File: src/rtl/playback_serializer.sv
// Playback serializer: fetches a clip word by word and shifts each word out
// MSB first. Each bit is held for CLK_DIV clocks, and the next word is
// prefetched so the stream has no gaps.
module playback_serializer #(
    parameter int DATA_W     = 16,
    parameter int ADDR_W     = 17,
    parameter int CLIP_WORDS = 65536,
    parameter int CLK_DIV    = 64
) (
    input  logic              clock,
    input  logic              reset,
    input  logic              enable,
    input  logic [ADDR_W-1:0] startAddress,
    input  logic [DATA_W-1:0] mem_dout,
    output logic              mem_en,
    output logic [ADDR_W-1:0] mem_addr,
    output logic              audio_out,
    output logic              audio_en,
    output logic              busy,
    output logic              done
);

    localparam int IDX_W = (CLIP_WORDS > 1) ? $clog2(CLIP_WORDS) : 1;
    localparam int BIT_W = (DATA_W > 1) ? $clog2(DATA_W) : 1;
    localparam int DIV_W = $clog2(CLK_DIV);

    localparam logic [IDX_W-1:0] LAST_IDX = IDX_W'(CLIP_WORDS - 1);
    localparam logic [BIT_W-1:0] LAST_BIT = BIT_W'(DATA_W - 1);
    localparam logic [DIV_W-1:0] LAST_DIV = DIV_W'(CLK_DIV - 1);

    localparam logic [1:0] IDLE  = 2'd0;
    localparam logic [1:0] FETCH = 2'd1;
    localparam logic [1:0] WAIT  = 2'd2;
    localparam logic [1:0] SHIFT = 2'd3;

    logic [1:0]        state;
    logic              armed;
    logic [ADDR_W-1:0] base;
    logic [IDX_W-1:0]  index;
    logic [DATA_W-1:0] shift_reg;
    logic [DATA_W-1:0] hold_reg;
    logic              hold_vld;
    logic              pf_pend;
    logic [BIT_W-1:0]  bit_cnt;
    logic [DIV_W-1:0]  div_cnt;
    logic              bit_end;
    logic              word_end;

    // The word address wraps modulo 2^ADDR_W.
    function automatic logic [ADDR_W-1:0] word_addr(input logic [ADDR_W-1:0] b,
                                                    input logic [IDX_W-1:0]  i);
        return b + ADDR_W'(i);
    endfunction

    assign bit_end   = (div_cnt == LAST_DIV);
    assign word_end  = bit_end && (bit_cnt == LAST_BIT);
    assign busy      = (state != IDLE);
    assign audio_en  = (state == SHIFT);
    assign audio_out = (state == SHIFT) && shift_reg[DATA_W-1];

    always_ff @(posedge clock) begin
        if (!reset) begin
            state     <= IDLE;
            armed     <= 1'b1;
            base      <= '0;
            index     <= '0;
            shift_reg <= '0;
            hold_reg  <= '0;
            hold_vld  <= 1'b0;
            pf_pend   <= 1'b0;
            bit_cnt   <= '0;
            div_cnt   <= '0;
            mem_en    <= 1'b0;
            mem_addr  <= '0;
            done      <= 1'b0;
        end else begin
            mem_en  <= 1'b0;
            done    <= 1'b0;
            // Read data for a prefetch issued in SHIFT arrives one cycle later.
            pf_pend <= (state == SHIFT) && mem_en && enable;
            if (state != IDLE && !enable) begin
                state    <= IDLE;
                armed    <= 1'b1;
                hold_vld <= 1'b0;
            end else begin
                case (state)
                    IDLE: begin
                        if (!enable) begin
                            armed <= 1'b1;
                        end else if (armed) begin
                            base     <= startAddress;
                            index    <= '0;
                            mem_en   <= 1'b1;
                            mem_addr <= startAddress;
                            state    <= FETCH;
                        end
                    end
                    FETCH: state <= WAIT;
                    WAIT: begin
                        shift_reg <= mem_dout;
                        bit_cnt   <= '0;
                        div_cnt   <= '0;
                        hold_vld  <= 1'b0;
                        state     <= SHIFT;
                        if (CLIP_WORDS > 1) begin
                            mem_en   <= 1'b1;
                            mem_addr <= word_addr(base, IDX_W'(1));
                        end
                    end
                    SHIFT: begin
                        if (pf_pend) begin
                            hold_reg <= mem_dout;
                            hold_vld <= 1'b1;
                        end
                        if (!bit_end) begin
                            div_cnt <= div_cnt + DIV_W'(1);
                        end else begin
                            div_cnt <= '0;
                            if (!word_end) begin
                                shift_reg <= shift_reg << 1;
                                bit_cnt   <= bit_cnt + BIT_W'(1);
                            end else if (index == LAST_IDX) begin
                                state <= IDLE;
                                done  <= 1'b1;
                                armed <= 1'b0;
                            end else begin
                                // Next word starts immediately; prefetch the one after it.
                                shift_reg <= hold_vld ? hold_reg : '0;
                                hold_vld  <= 1'b0;
                                bit_cnt   <= '0;
                                index     <= index + IDX_W'(1);
                                if ((index + IDX_W'(1)) < LAST_IDX) begin
                                    mem_en   <= 1'b1;
                                    mem_addr <= word_addr(base, index + IDX_W'(2));
                                end
                            end
                        end
                    end
                    default: state <= IDLE;
                endcase
            end
        end
    end

endmodule

File: config.mk
export PLATFORM = sky130hd
export DESIGN_NAME = playback_serializer
export DESIGN_NICKNAME = d
export VERILOG_FILES = /design/src/rtl/playback_serializer.sv
export SDC_FILE = /design/constraint.sdc
export NUM_CORES = 1
export LEC_CHECK = 0
export ABC_AREA = 0
export BUFFER_PORTS_ARGS = -buffer_cell sky130_fd_sc_hd__buf_2
export CAP_MARGIN = 10
export CORE_MARGIN = 2
export CORE_UTILIZATION = 52
export CTS_CLUSTER_DIAMETER = 30
export DETAILED_ROUTE_END_ITERATION = 8
export PLACE_DENSITY = 0.75
export REMOVE_ABC_BUFFERS = 1
export SKIP_LAST_GASP = 1
export SYNTH_ARGS = -nofsm -noshare
export SYNTH_HDL_FRONTEND = slang
export SYNTH_SLANG_ARGS = --single-unit
File: constraint.sdc
create_clock -name clock -period 4.5 [get_ports clock]
set_input_delay 0.9 -clock clock [delete_from_list [all_inputs] [get_ports clock]]
set_output_delay 0.9 -clock clock [all_outputs]
set_load 0.05 [all_outputs]
Yosys cells after proc, flatten, opt, wreduce, memory -nomap -nowiden
Cells that the tools add are included.
{"block": "op_classes", "add_sub_neg": 6, "multipliers": 0, "n_div": 0, "order_cmp": 1, "eq_ne": 15, "shifts": 0, "muxes": 48, "bitwise_logic": 5, "reduce_logical": 21}
{"operator": "$mux W16", "count": 9}
{"operator": "$mux W17", "count": 6}
{"operator": "$pmux W16 S2", "count": 2}
{"operator": "$pmux W17 S3", "count": 1}
{"operator": "$add A17 B1 Y17 const B", "count": 1}
{"operator": "$add A17 B16 Y17", "count": 1}
{"operator": "$add A16 B1 Y16 const B", "count": 1}
{"operator": "$add A16 B2 Y16 const B", "count": 1}
{"operator": "$eq A16 B16 Y1 const B", "count": 1}
{"operator": "$lt A16 B16 Y1 const B", "count": 1}
{"operator": "$mux W1", "count": 15}
{"operator": "$mux W4", "count": 3}
{"operator": "$pmux W6 S2", "count": 1}
{"operator": "$mux W2", "count": 5}
{"operator": "$reduce_and A5 Y1", "count": 2}
{"operator": "$ne A2 B1 Y1 const B", "count": 4}
{"operator": "$ne A2 B2 Y1 const B", "count": 4}
{"operator": "$pmux W2 S4", "count": 1}
{"operator": "$pmux W4 S2", "count": 1}
{"operator": "$reduce_and A4 Y1", "count": 2}
{"operator": "$reduce_and A8 Y1", "count": 1}
{"operator": "$reduce_and A7 Y1", "count": 1}
{"operator": "$add A6 B1 Y6 const B", "count": 1}
{"operator": "$eq A6 B6 Y1 const B", "count": 1}
{"operator": "other kinds (18)", "count": 30}
{"block": "word_totals", "regBits": 99, "latch_bits": 0, "ramBits": 0, "mem_bits_ro": 0, "in_bits": 36, "out_inout_bits": 22, "wordCells": 109, "mem_count": 0}

Logic depth before layout (Yosys ltp)
{"block": "depth", "ltp_word": 7, "depth_mapped": 15, "ltp_nobuf": 14}

Least setup slack after synthesis
No wires, ideal clock.
{"block": "synth_timing", "path_kind": "reg-to-reg", "start": "reg state[0]", "end": "reg mem_addr[16]", "setup_ps": 123, "t_arrival_ps": 4180, "required_time_ps": 4377, "path_slack_ps": 198, "stages_incl_launch_ff": 15, "path_buffers": 3, "synth_period_minus_slack_ps": 4302, "path_cell_list": "dfxtp_1 > ha_1 > clkbuf_1 > clkbuf_1 > clkbuf_1 > nand2_1 > ha_1 > fa_1 > a21o_1 > a221oi_1 > a211oi_1 > o21ai_0 > or4b_2 > nand4_1 > a21boi_0"}
{"block": "synth_between", "word_cells_on_any_way": 15, "classes_between": "8 x eq/ne; 1 x mux; 1 x bitwise; 5 x reduce/logical"}
{"item": "from (decl)", "line_no": "36", "source": "logic [1:0] state;"}
{"item": "from (signal assigned)", "line_no": "63", "source": "state <= IDLE;"}
{"item": "from (signal assigned)", "line_no": "82", "source": "state <= IDLE;"}
{"item": "from (signal assigned)", "line_no": "95", "source": "state <= FETCH;"}
{"item": "$eq A2 B2 Y1 (*)"}
{"item": "via audio_en", "line_no": "18", "source": "output logic audio_en,"}
{"item": "$ne A2 B1 Y1 (no line), or another cell as far along"}
{"item": "$reduce_and A8 Y1 (no line)"}
{"item": "to (signal assigned)", "line_no": "94", "source": "mem_addr <= startAddress;"}
{"item": "to (signal assigned)", "line_no": "107", "source": "mem_addr <= word_addr(base, IDX_W'(1));"}
{"item": "to (signal assigned)", "line_no": "134", "source": "mem_addr <= word_addr(base, index + IDX_W'(2));"}
{"item": "to (decl)", "line_no": "16", "source": "output logic [ADDR_W-1:0] mem_addr,"}
Mark *: on every way through the listed nets, which the timed path passes. The rest lies on a longest branch.
A chain may end at the register's enable or synchronous reset.

Final worst setup path
{"block": "layout_timing", "start": "reg state[0]", "end": "reg mem_addr[16]"}
{"block": "layout_between", "elab_chain_cells": 4, "word_cells_on_any_way": 15, "classes_between": "8 x eq/ne; 1 x mux; 1 x bitwise; 5 x reduce/logical"}
{"item": "branches (longest 4 deep; another with $reduce_and A8 Y1)"}
Parallel ways; which one is timed is not known.

==> run metrics <==
dpl cells=871; CTS resizes=0; global-route wire length before repair=between 20,000 and 25,000 µm; CTS Hold Bufs=0; mux cell area share after synthesis=1.39%; number of synthesized flops with an enable pin=0; global route overflow=0; Fin. Hold Viols=0; io pins=58; Synth Area in XOR/XNOR=between 3 and 4%; worst min-delay path class=flip-flop to flip-flop; max cap viols=0; Cell Count, Final, Fillers Out=887; Ant. Diodes=0; clock skew=approximately 12 ps; clock buffer depth=2; CTS tree=yes; DR pass1 iterations=5; routability cong.=a little under 0.9; data required time of the critical path=4790 ps; unrepaired setup endpoints after global routing=false; sequential cell area fraction in the yosys report=34.4%; final WL=13,700 µm; Die W=approximately 110 µm; clock transition at the registers of the reported paths=~100 ps; Static Leak=about 2.6 nW; row cnt=38; layout cells sized above 1=13.0%; Initial Util=53.2%; Synth Area in Adders=5.77%; Post-CTS Setup Inserts=0; DRT iter0 DRCs=397; Regs by FF count=base x17, mem_addr x17; Max VDD drop=between 400 and 500 µV; Post-Syn Area per Cell=8.09 µm²; final setup TNS=0 ps; Setup CP Type=flip-flop to flip-flop; top cell type by total area after synthesis=dfxtp_1; I/O Buffers=57; M1 WL=6060 µm; Mapped Cells=713; vias in the first global route=4,960; worst setup margin=765 ps; flip-flop and latch area=between 1500 and 2000 µm²; CP max FO=15; die area=approximately 12,000 µm²; WHS Path Cells=2; Pins Over Slew Limit=0; Worst setup EP type=flip-flop; cells on worst reg2reg path=11; predominant post-synthesis flop cell=dfxtp_1; synth-to-layout area growth=9.77%; achievable frequency=268 MHz; Synth top area share=34.4%; # nets final=between 800 and 900; remaining antenna violation count=0; Simple-Gate Fraction of Synth Area=between 20% and 30%; Top Metal Used=met4; CTS Buf Count=9; Detail Route met2 WL=6710 µm; CTS H-tree depth=3; Yosys reg bits=99; Vias=5,236; drt wl/cell=15.4 µm; CP startpoint kind=flip-flop; CTS root buf=clkbuf_8; hpwl dp=9430 µm; largest net degree at the start of global routing=65; Cell Area, Synth=5770 µm²; status=completed; compound-cell area share of the yosys netlist=between 20% and 30%; fin crit share=83.0%; Worst-Margin Slew=about 940 ps; library cells used by synthesis=60; top cells by area, synth=dfxtp_1 34%, nand2_1 9.0%, a21boi_0 6.4%; Post-route DRC=0; main combinational cell family by area after synthesis=compound AO/OA/AOI/OAI gates; Period minus WS final=3730 ps; most frequent cells in the layout=138 x nand2_1, 99 x dfxtp_1, 57 x buf_2; clock sinks=~100; number of fillers in the final layout=989; DP Worst Slack=821 ps; initial antenna violation count=0; wire length on met3=726 µm; PwrDens=between 400 and 500 nW/µm²; multi-input combinational cell area=3580 µm²; Slew headroom=a little under two fifths; core area=10,800 µm²; commonest non-fill, non-tap cell in the layout=nand2_1; routed vias/inst=5.90; asr flop ratio synth=0%; Critical Path AT=4020 ps; overall global routing resource usage=a little under a quarter; Die Y=109 µm; # setup viols final=0; worst-skew pair later-pin latency=390 ps; YS warnings=0
synthesized netlist by cell type (4+ instances only):
cell	instances
a211oi_1	5
a21boi_0	49
a21o_1	6
a21oi_1	20
a222oi_1	15
a31oi_1	6
and2_1	7
and3_1	6
clkbuf_1	39
dfxtp_1	99
ha_1	25
inv_1	8
mux2i_1	8
nand2_1	138
nand2b_1	7
nand3_1	27
nand4_1	7
nor2_1	46
nor2b_1	10
nor3_1	18
nor3b_1	4
o211a_1	24
o211ai_1	9
o21a_1	14
o21ai_0	36
or3_1	5
xnor2_1	11
xor2_1	13
where the power goes:
part | switching, W | internal, W
Combinational | 0.000750 | 0.000349
Sequential | 0.0000882 | 0.00103
Clock | 0.000342 | 0.000283
Total | 0.00118 | 0.00166
final cells by class:
class                           instances  area share [%]
Timing Repair Buffer                   65            5.46
Inverter                                9           0.534
Clock buffer                           10            2.17
Clock inverter                          6            1.21
Tap cell                              140            2.77
Sequential cell                        99            31.3
Multi-Input combinational cell        558            56.5
per-stage QoR:
step / hold WS (ps) / total power, W / utilization [%] / cell area, µm²
after floorplan: 443 / 0.00192 / - / 5570
after detailed placement: 459 / 0.00223 / 56.4 / 6110
final: 472 / 0.00284 / 58.4 / 6330
after CTS: 473 / 0.00286 / 58.4 / 6330
after global placement: 451 / 0.00220 / 56.4 / 6110
after global routing: 495 / 0.00302 / 58.4 / 6330
cell families (layout without fill, tap and decap cells):
kind of cell	count (synthesis)	after routing
buffers and inverters	56	90
muxes	8	8
and+or+nand+nor	292	292
AOI/OAI and AO/OA	208	208
xor gates and xnor gates	24	24
adders and majority gates	26	26
DFF	99	99
final timing paths:
check                            startpoint                        end  slack, ps
setup reg to reg      state[0]$_SDFFE_PP0P_  mem_addr[16]$_SDFFE_PN0P_        770
hold / removal    hold_reg[12]$_SDFFE_PN0P_  hold_reg[12]$_SDFFE_PN0P_        470
hold reg to reg   hold_reg[12]$_SDFFE_PN0P_  hold_reg[12]$_SDFFE_PN0P_        470
setup / recovery      state[0]$_SDFFE_PP0P_  mem_addr[16]$_SDFFE_PN0P_        770
worst max-delay path: stages, from the launching register on:
cell      delay (ps)
dfxtp_1          390
ha_1             260
clkinv_1         380
nor2_1           230
ha_1             290
a21o_1           200
a221oi_1         530
a211oi_1         270
o21ai_0          290
or4b_2           610
nand4_1          100
a21boi_0          80
routing by layer:
layer	track usage [%]	up-vias
li1	-	2621
met1	29.2	2476
met2	42.5	127
met3	5.81	12
met4	5.33	0
met5	0	-
Note: power is estimated with default switching activity, not from simulation.
